--- src/rtl/timealign_sched_pkg.sv ---
`default_nettype none
// ============================================================================
// Package  : timealign_sched_pkg
// Desc     : Shared state encoding, word widths and parameter defaults for the
//            converter / time-alignment scheduler.
// Revision : 1.0
// ============================================================================
package timealign_sched_pkg;

   typedef enum logic [1:0] {
      IDLE  = 2'd0,
      RUN   = 2'd1,
      DRAIN = 2'd2,
      DONE  = 2'd3
   } state_t;

   localparam int MSB_W  = 3;
   localparam int LSB_W  = 3;
   localparam int DATA_W = MSB_W + LSB_W;

   localparam int c_DEF_ALIGN_LAT  = 1;
   localparam int c_DEF_SAMPLE_DIV = 2;
   localparam int c_DEF_BUF_DEPTH  = 4;
   localparam int c_DEF_CNT_W      = 8;

endpackage
`default_nettype wire

--- src/rtl/timealign_out_fifo.sv ---
`default_nettype none
// ============================================================================
// Module   : timealign_out_fifo
// Desc     : Small power-of-two FIFO holding aligned words; exposes occupancy
//            and the head entry combinationally.
// Revision : 1.0
// ============================================================================
module timealign_out_fifo #(
   parameter int DEPTH = 4,
   parameter int WIDTH = 6
) (
   input  logic                     clk_i,
   input  logic                     reset_i,
   input  logic                     push_i,
   input  logic [WIDTH-1:0]         push_data_i,
   input  logic                     pop_i,
   output logic [$clog2(DEPTH):0]   count_o,
   output logic [WIDTH-1:0]         head_o
);
   localparam int c_AW = $clog2(DEPTH);

   logic [WIDTH-1:0] r_mem [DEPTH];
   logic [c_AW-1:0]  r_wr_ptr;
   logic [c_AW-1:0]  r_rd_ptr;
   logic [c_AW:0]    r_count;
   logic             w_pop;

   // Producer is credit-limited, so a push never lands on a full FIFO unless
   // a pop frees the slot in the same cycle.
   assign w_pop = pop_i && (r_count != '0);

   always_ff @(posedge clk_i) begin
      if (reset_i) begin
         r_wr_ptr <= '0;
         r_rd_ptr <= '0;
         r_count  <= '0;
         for (int i = 0; i < DEPTH; i++) begin
            r_mem[i] <= '0;
         end
      end else begin
         if (push_i) begin
            r_mem[r_wr_ptr] <= push_data_i;
            r_wr_ptr        <= r_wr_ptr + c_AW'(1);
         end
         if (w_pop) begin
            r_rd_ptr <= r_rd_ptr + c_AW'(1);
         end
         case ({push_i, w_pop})
            2'b10:   r_count <= r_count + (c_AW+1)'(1);
            2'b01:   r_count <= r_count - (c_AW+1)'(1);
            default: r_count <= r_count;
         endcase
      end
   end

   assign count_o = r_count;
   assign head_o  = r_mem[r_rd_ptr];

endmodule
`default_nettype wire

--- src/rtl/timealign_conv_sched.sv ---
`default_nettype none
// ============================================================================
// Module   : timealign_conv_sched
// Desc     : Issues paced stage-1/stage-2 strobes, tracks samples through the
//            aligner latency and buffers aligned words for a valid/ready sink.
//            Optional stall counter enabled by TIMEALIGN_SCHED_STALL_STATS_EN.
// Revision : 1.0
// ============================================================================
module timealign_conv_sched
   import timealign_sched_pkg::*;
#(
   parameter int ALIGN_LAT  = c_DEF_ALIGN_LAT,
   parameter int SAMPLE_DIV = c_DEF_SAMPLE_DIV,
   parameter int BUF_DEPTH  = c_DEF_BUF_DEPTH,
   parameter int CNT_W      = c_DEF_CNT_W
) (
   input  logic              clk_i,
   input  logic              reset_i,
   input  logic              start_i,
   input  logic [CNT_W-1:0]  burst_len_i,
   output logic              busy_o,
   output logic              done_o,
   output logic              s1_strobe_o,
   output logic              s2_strobe_o,
   input  logic [DATA_W-1:0] align_dout_i,
   output logic [DATA_W-1:0] m_data_o,
   output logic              m_valid_o,
   input  logic              m_ready_i,
   output logic [CNT_W-1:0]  sample_cnt_o
`ifdef TIMEALIGN_SCHED_STALL_STATS_EN
   ,
   output logic [15:0]       stall_cnt_o
`endif
);
   localparam int c_PIPE_LEN = 1 + ALIGN_LAT;
   localparam int c_CW       = $clog2(BUF_DEPTH) + 1;

   state_t                r_state;
   state_t                w_next_state;
   logic [CNT_W-1:0]      r_burst_len;
   logic [CNT_W-1:0]      r_sample_cnt;
   logic [4:0]            r_pace;
   logic                  r_s1_strobe;
   logic                  r_s2_strobe;
   logic                  r_done;
   logic [c_PIPE_LEN-1:0] r_vpipe;
   logic [c_CW-1:0]       w_buf_count;
   logic [DATA_W-1:0]     w_head;
   logic [3:0]            w_in_flight;
   logic [4:0]            w_occupancy;
   logic                  w_start_acc;
   logic                  w_pace_ok;
   logic                  w_credit_ok;
   logic                  w_fire;
   logic                  w_last;
   logic                  w_pop;
   logic                  w_drained;

   // The registered strobe is counted as in flight so that back-to-back
   // decisions can never over-commit buffer slots.
   always_comb begin
      w_in_flight = 4'(r_s1_strobe);
      for (int i = 0; i < c_PIPE_LEN; i++) begin
         w_in_flight = w_in_flight + 4'(r_vpipe[i]);
      end
   end

   assign w_start_acc = (r_state == IDLE) && start_i;
   assign w_pace_ok   = (r_pace == 5'd0);
   assign w_occupancy = 5'(w_in_flight) + 5'(w_buf_count);
   assign w_credit_ok = (w_occupancy < 5'(BUF_DEPTH));
   assign w_fire      = (r_state == RUN) && w_pace_ok && w_credit_ok;
   assign w_last      = ((r_sample_cnt + CNT_W'(1)) == r_burst_len);
   assign w_pop       = m_valid_o && m_ready_i;
   assign w_drained   = !r_s1_strobe && (r_vpipe == '0) && (w_buf_count == '0);

   always_ff @(posedge clk_i) begin
      if (reset_i) begin
         r_state <= IDLE;
      end else begin
         r_state <= w_next_state;
      end
   end

   always_comb begin
      w_next_state = r_state;
      case (r_state)
         IDLE:    if (start_i) w_next_state = (burst_len_i == '0) ? DONE : RUN;
         RUN:     if (w_fire && w_last) w_next_state = DRAIN;
         DRAIN:   if (w_drained) w_next_state = DONE;
         DONE:    w_next_state = IDLE;
         default: w_next_state = IDLE;
      endcase
   end

   always_ff @(posedge clk_i) begin
      if (reset_i) begin
         r_burst_len  <= '0;
         r_sample_cnt <= '0;
         r_pace       <= '0;
         r_s1_strobe  <= 1'b0;
         r_s2_strobe  <= 1'b0;
         r_done       <= 1'b0;
         r_vpipe      <= '0;
      end else begin
         r_s1_strobe <= w_fire;
         r_s2_strobe <= r_s1_strobe;
         r_done      <= (r_state == DONE);
         r_vpipe     <= {r_vpipe[c_PIPE_LEN-2:0], r_s1_strobe};
         if (w_start_acc) begin
            r_burst_len  <= burst_len_i;
            r_sample_cnt <= '0;
            r_pace       <= '0;
         end else if (w_fire) begin
            r_sample_cnt <= r_sample_cnt + CNT_W'(1);
            r_pace       <= 5'(SAMPLE_DIV - 1);
         end else if (r_pace != 5'd0) begin
            r_pace <= r_pace - 5'd1;
         end
      end
   end

   timealign_out_fifo #(
      .DEPTH (BUF_DEPTH),
      .WIDTH (DATA_W)
   ) u_out_fifo (
      .clk_i       (clk_i),
      .reset_i     (reset_i),
      .push_i      (r_vpipe[c_PIPE_LEN-1]),
      .push_data_i (align_dout_i),
      .pop_i       (w_pop),
      .count_o     (w_buf_count),
      .head_o      (w_head)
   );

`ifdef TIMEALIGN_SCHED_STALL_STATS_EN
   logic [15:0] r_stall_cnt;

   always_ff @(posedge clk_i) begin
      if (reset_i) begin
         r_stall_cnt <= '0;
      end else if (w_start_acc) begin
         r_stall_cnt <= '0;
      end else if ((r_state == RUN) && w_pace_ok && !w_credit_ok &&
                   (r_stall_cnt != 16'hFFFF)) begin
         r_stall_cnt <= r_stall_cnt + 16'd1;
      end
   end

   assign stall_cnt_o = r_stall_cnt;
`endif

   assign busy_o       = (r_state == RUN) || (r_state == DRAIN);
   assign done_o       = r_done;
   assign s1_strobe_o  = r_s1_strobe;
   assign s2_strobe_o  = r_s2_strobe;
   assign m_valid_o    = (w_buf_count != '0);
   assign m_data_o     = w_head;
   assign sample_cnt_o = r_sample_cnt;

endmodule
`default_nettype wire
--- config.mk ---
export PLATFORM = sky130hd
export DESIGN_NAME = timealign_conv_sched
export DESIGN_NICKNAME = d
export VERILOG_FILES = /design/src/rtl/timealign_sched_pkg.sv /design/src/rtl/timealign_out_fifo.sv /design/src/rtl/timealign_conv_sched.sv
export SDC_FILE = /design/constraint.sdc
export NUM_CORES = 1
export LEC_CHECK = 0
export BUFFER_PORTS_ARGS = -buffer_cell sky130_fd_sc_hd__buf_2
export CELL_PAD_IN_SITES_DETAIL_PLACEMENT = 2
export CELL_PAD_IN_SITES_GLOBAL_PLACEMENT = 2
export CORE_ASPECT_RATIO = 0.9
export CORE_MARGIN = 1.5
export CORE_UTILIZATION = 40
export CTS_CLUSTER_SIZE = 10
export DETAILED_ROUTE_END_ITERATION = 8
export HOLD_SLACK_MARGIN = 0.03
export PLACE_DENSITY = 0.85
export SLEW_MARGIN = 20
export SYNTH_ARGS = -nofsm -noshare
export SYNTH_HDL_FRONTEND = slang
export SYNTH_SLANG_ARGS = --single-unit
--- constraint.sdc ---
create_clock -name clk_i -period 6.31 [get_ports clk_i]
set_input_delay 0.3155 -clock clk_i [delete_from_list [all_inputs] [get_ports clk_i]]
set_output_delay 0.3155 -clock clk_i [all_outputs]
set_load 0.005 [all_outputs]
# Yosys cells after proc, flatten, opt, wreduce, memory -nomap -nowiden
# Memories as Yosys holds them, arrays and structs flattened. A register that Yosys moved wholly into a read port is not among the register bits.
# Index checks and enable logic that the tools add are counted.
dict set report op_classes {
  multipliers 0
  shifts 0
  eq_ne 9
  n_bitwise 0
  muxes 18
  n_lt_le_gt_ge 1
  div_mod_pow 0
  add_sub_neg 9
  reduce_logical 23
}
# operator n
set op_table {}
lappend op_table {{two-way mux 2 bit} 7}
lappend op_table {{adder 8 x 1 -> 8 bit, second input constant} 1}
lappend op_table {{== test 8 bit} 1}
lappend op_table {{logical AND 1 bit} 8}
lappend op_table {{logical NOT 8 bit} 1}
lappend op_table {{two-way mux 1 bit} 8}
lappend op_table {{case mux 2 bit (4 select lines)} 1}
lappend op_table {{== test 2 bit, second input constant} 3}
lappend op_table {{two-way mux 6 bit} 1}
lappend op_table {{inequality test 2 bit, second input constant} 3}
lappend op_table {{case mux 3 bit (2 select lines)} 1}
lappend op_table {{OR reduction 6 bit} 1}
lappend op_table {{logical NOT 5 bit} 1}
lappend op_table {{nonzero test 5 bit} 1}
lappend op_table {{subtractor 5 x 1 -> 5 bit, second input constant} 1}
lappend op_table {{adder 2 x 1 -> 2 bit, second input constant} 2}
lappend op_table {{adder 3 x 3 -> 4 bit} 1}
lappend op_table {{== test 2 x 1 -> 1 bit, second input constant} 2}
lappend op_table {{logical NOT 2 bit} 2}
lappend op_table {{< comparator 4 x 3 -> 1 bit, second input constant} 1}
lappend op_table {{nonzero test 2 bit} 2}
lappend op_table {{adder 2 x 1 -> 3 bit} 1}
lappend op_table {{adder 3 x 1 -> 3 bit, second input constant} 1}
lappend op_table {{logical NOT 3 bit} 1}
lappend op_table {{8 further kinds} 8}
dict set report word_totals {
  mem_count 1
  out_inout_bits 19
  reg_bits 35
  romBits 0
  word_cells 73
  ramBits 24
  latchBits 0
}
# name words word_bits rd rd_ports_with_merged_regs write_ports line
set mem_list {}
lappend mem_list {u_out_fifo.r_mem 4 6 1 1 4 timealign_out_fifo.sv:22} ;# logic [WIDTH-1:0] r_mem [DEPTH];

# Longest topological paths before layout
dict set report depth {
  ltp_word 8
  ltp_mapped 11
  mapped_depth_nobuf 10
}

# By module
# Synthesis repeated with hierarchy kept, for this count alone.
dict set report hier_totals {
  cells_unflattened 285
  area_unflattened_um2 2944.1
}
# module instances seq_area_each_um2 area_each_um2 cells_per_inst
set modules_own_cells {}
lappend modules_own_cells {timealign_conv_sched 1 540.5 1525.2 178}
lappend modules_own_cells {timealign_out_fifo 1 900.9 1418.9 107}

# Worst setup path before layout
# Ideal clock, no wire load.
dict set report synth_timing {
  path_kind {reg-to-reg}
  start {register r_s1_strobe, in the netlist s1_strobe_o}
  end {register r_state[1]}
  path_stages_with_launch 12
  arrival_ns 2.831
  synth_period_minus_slack_ns 2.918
  slack_ns 3.392
  required_time_ns 6.224
  path_buffers 1
  path_cell_list {dfxtp_1 > inv_1 > fa_1 > inv_1 > ha_1 > nand2_4 > o211ai_2 > or2_1 > buf_6 > o41a_1 > or4_4 > a221oi_2}
}
dict set report synth_between {
  elab_chain_len 8
  word_cells_on_any_way 12
}
# item line
set synth_lines {}
lappend synth_lines {{start, declared} timealign_conv_sched.sv:43} ;# logic r_s1_strobe;
lappend synth_lines {{start signal, assigned} timealign_conv_sched.sv:106} ;# r_s1_strobe <= w_fire;
lappend synth_lines {{adder 1 x 1 -> 2 bit} timealign_conv_sched.sv:64} ;# w_in_flight = w_in_flight + 4'(r_vpipe[i]);
lappend synth_lines {{adder 2 x 1 -> 3 bit} timealign_conv_sched.sv:64}
lappend synth_lines {{adder 3 x 3 -> 4 bit} timealign_conv_sched.sv:70} ;# assign w_occupancy = 5'(w_in_flight) + 5'(w_buf_count);
lappend synth_lines {{< comparator 4 x 3 -> 1 bit} timealign_conv_sched.sv:71} ;# assign w_credit_ok = (w_occupancy < 5'(BUF_DEPTH));
lappend synth_lines {{logical AND 1 bit} timealign_conv_sched.sv:72} ;# assign w_fire = (r_state == RUN) && w_pace_ok && w_credit_ok;
lappend synth_lines {{logical AND 1 bit} timealign_conv_sched.sv:89} ;# RUN: if (w_fire && w_last) w_next_state = DRAIN;
lappend synth_lines {{inequality test 2 bit (no source line)} --}
lappend synth_lines {{AND reduction 3 bit (no source line) *} --}
lappend synth_lines {{end signal, assigned} timealign_conv_sched.sv:81} ;# r_state <= w_next_state;
lappend synth_lines {{end, declared} timealign_conv_sched.sv:38} ;# state_t r_state;
# Every way passes the cells marked *; elsewhere a longest branch is shown, timed or not.
# A chain may end at the register's enable or synchronous reset.

# Worst setup path in the final report
# Ends and elaborated chain as after synthesis.

==> impl_metrics.tcl <==
set metrics [dict create \
    p_per_area_mw_per_mm2 347 \
    fp-row-count 29 \
    drt-initial-drc-count 78 \
    clk_pin_slew_ns 0.07 \
    utilization_pct 47.6 \
    ctsHoldBuffers 0 \
    sw_frac_of_total_pct 33.5 \
    place_congestion 0.754 \
    worstMarginPinSlew_ns 0.850 \
    die_h_um 84.0 \
    synth_flop_cell "dfxtp_1" \
    setup_viol 0 \
    cts_buffers 9 \
    grt_first_pass_wirelength_um 13200 \
    ys_types 49 \
    p_leak_nw 1.31 \
    syn_nets 309 \
    ys_async_sr_fraction_pct 0 \
    vias 2190 \
    cp-start-kind "flop" \
    drive_gt1_share_pct 21.9 \
    syn_avg_cell_area_sq_um 10.5 \
    synthTopCellsByArea "dfxtp_1 25%, edfxtp_1 25%, and2_1 5.4%, mux4_2 4.6%, ha_1 4.3%" \
    cts_root_buf "clkbuf_8" \
    rsz0062_at_grt "no" \
    ioPinCount 37 \
    io_buffers 36 \
    post-route-drc-count 0 \
    worst-path-max-fanout 8 \
    period_share_pct 51.0 \
    yosysSeqAreaShare_pct 49.4 \
    antenna_found_initial 0 \
    n_antenna_cell 0 \
    ys_ff_latch 60 \
    cts_tree "yes" \
    final_antenna_net_count 0 \
    synth_top_area_share_pct 24.7 \
    synth_edf_count 24 \
    clkLatencyLatePin_ns 0.35 \
    multi_input_area_sq_mm 0.00137 \
    fillers 759 \
    fin_skew_ns 0.00805 \
    outcome "finished, final reports clean" \
    p_sw_mw 0.389 \
    cts_setup_buffers 0 \
    hold_class "input port to flop" \
    p_int_mw 0.774 \
    ir_worst_vdd_mv 0.147 \
    grt_max_degree 30 \
    layout_min_cycle_time_ns 3.22 \
    start_util_pct 41.5 \
    whs_ns 0.232 \
    cts_resized 0 \
    gr-total-overflow 0 \
    finalWorstSetupSlack_ns 3.09 \
    wire_per_inst_um 20.0 \
    syn_to_final_growth_pct 14.8 \
    yosysTopAreaCell "dfxtp_1" \
    max-slew-margin-rel_pct 43.2 \
    cp.required_ns 6.56 \
    cp-end-kind "flop" \
    total_power_mw 1.16 \
    synth_cells 279 \
    clkPwrFrac_pct 29.5 \
    synth.cell_area_sq_mm 0.00292 \
    cp_slowest_cell "or4_4" \
    criticalPathCategory "flop to flop" \
    regArea_sq_mm 0.00144 \
    final-max-slew-violation-count 0 \
    grt.total_usage_pct 23.0 \
    seqPwrFrac_pct 41.3 \
    ctsHtreeMaxLevel 3 \
    critical-path-top-delay-family "simple AND/OR/NAND/NOR gates" \
    dp_hpwl_um 5910 \
    dp_slack_ns 3.20 \
    final_nets 345 \
    path_common_cell "inv_1" \
    drt_pre_antenna_iters 4 \
    first_global_vias 2449 \
    crit_path_max_incr_delay_ns 0.56 \
    maxCapViolCount 0 \
    fmax_ghz 0.311 \
    cts_sinks 60 \
    setup_tns_ns 0 \
    combPwrFrac_pct 29.2 \
    crit_chain "inv_1, fa_1, inv_1, ha_1, nand2_4, o211ai_2, or2_1, o41a_1, or4_4, a221oi_2" \
    drt-total-wl_um 8270 \
    hold_viol 0 \
    yosys_warnings 0 \
    core-area_sq_mm 0.00704 \
    cp_num_buf_inv 2 \
    dieArea_sq_mm 0.00782 \
    viasPerCell 5.30 \
    die_w_um 93.0 \
    cts_max_path_buffers 2 \
    worst_ep_arrival_time_ns 3.47 \
]
[path summary, 6_finish.rpt]
kind                  startpoint             end  slack, ns  cells after the start
setup / recovery     s1_strobe_o      r_state[1]       3.09                     10
hold / removal    burst_len_i[1]  r_burst_len[1]       0.23                      3
setup reg to reg     s1_strobe_o      r_state[1]       3.09                     10
hold reg to reg        r_pace[0]       r_pace[0]       0.46                      1
[placed cells by master, fill, tap and decap left out, types with 10 or more instances in the layout]
master	Yosys	layout
ha_1	10	10
nand2_1	20	20
xor2_1	13	13
clkbuf_8	0	10
buf_2	1	36
inv_1	12	12
nand3_1	11	11
edfxtp_1	24	24
xnor2_1	11	11
a21oi_1	17	17
and2_1	25	25
dfxtp_1	36	36
nor2_1	30	30
[final cells by class]
cell class | instances | share of cell area, %
repair buffers | 36 | 5.38
well taps | 93 | 3.47
flip-flops and latches | 60 | 43.0
inverters | 12 | 1.34
clock inverters | 5 | 1.53
multi-input cells | 196 | 41.0
clock buffers | 11 | 4.22
[metal layers]
metal	vias to the layer above	part of all wire (%)	GRT usage [%]
met5	-	0	0
met4	0	1.8	8.40
met3	11	3.1	4.92
met2	38	54	41.1
met1	1109	41	26.7
li1	1032	-	-
[worst min-delay path: stages]
cell	delay (ns)
buf_2	0.11
nand3_1	0.06
a21oi_1	0.05
[registers in the layout, indices dropped and copies added (netlist names), 2 cells and up, named ones only]
register / cells
u_out_fifo.r_mem: 24
r_burst_len: 8
sample_cnt_o: 8
r_pace: 5
u_out_fifo.count_o: 3
r_state: 2
r_vpipe: 2
u_out_fifo.r_rd_ptr: 2
u_out_fifo.r_wr_ptr: 2
[power groups by stage]
stage          sequential (mW)  clock [mW]  combinational, mW
2_1_floorplan            0.472           0              0.256
3_3_place_gp             0.484           0              0.316
3_5_place_dp             0.488           0              0.334
4_1_cts                  0.481       0.352              0.346
5_1_grt                  0.485       0.367              0.382
6_report                 0.480       0.343              0.340
[through the flow]
stage | cell area, sq um | std cells
after floorplan | 2920 | 279
after global routing | 3350 | 413
final | 3350 | 413
after CTS | 3350 | 413
after detailed placement | 3160 | 397
after global placement | 3160 | 397
[synth_stat cells (all sizes together) (3+ instances only)]
master,instances
and2,26
nand2,21
nor2,31
edfxtp,24
a21oi,17
mux4,6
nor3,5
nand3,11
dfxtp,36
buf,5
or3,6
ha,10
nor2b,3
nand2b,3
or2,3
inv,12
xnor2,11
o211ai,3
xor2,13
clkbuf,6
[cells by family after synthesis]
family          synth area share [%]
buf+inv                         3.52
simple gates                    21.7
fa+ha+maj                       5.66
compound gates                  7.85
xor+xnor                        7.20
flops                           49.4
mux                             4.63
Note: power is estimated with default switching activity, not from simulation.
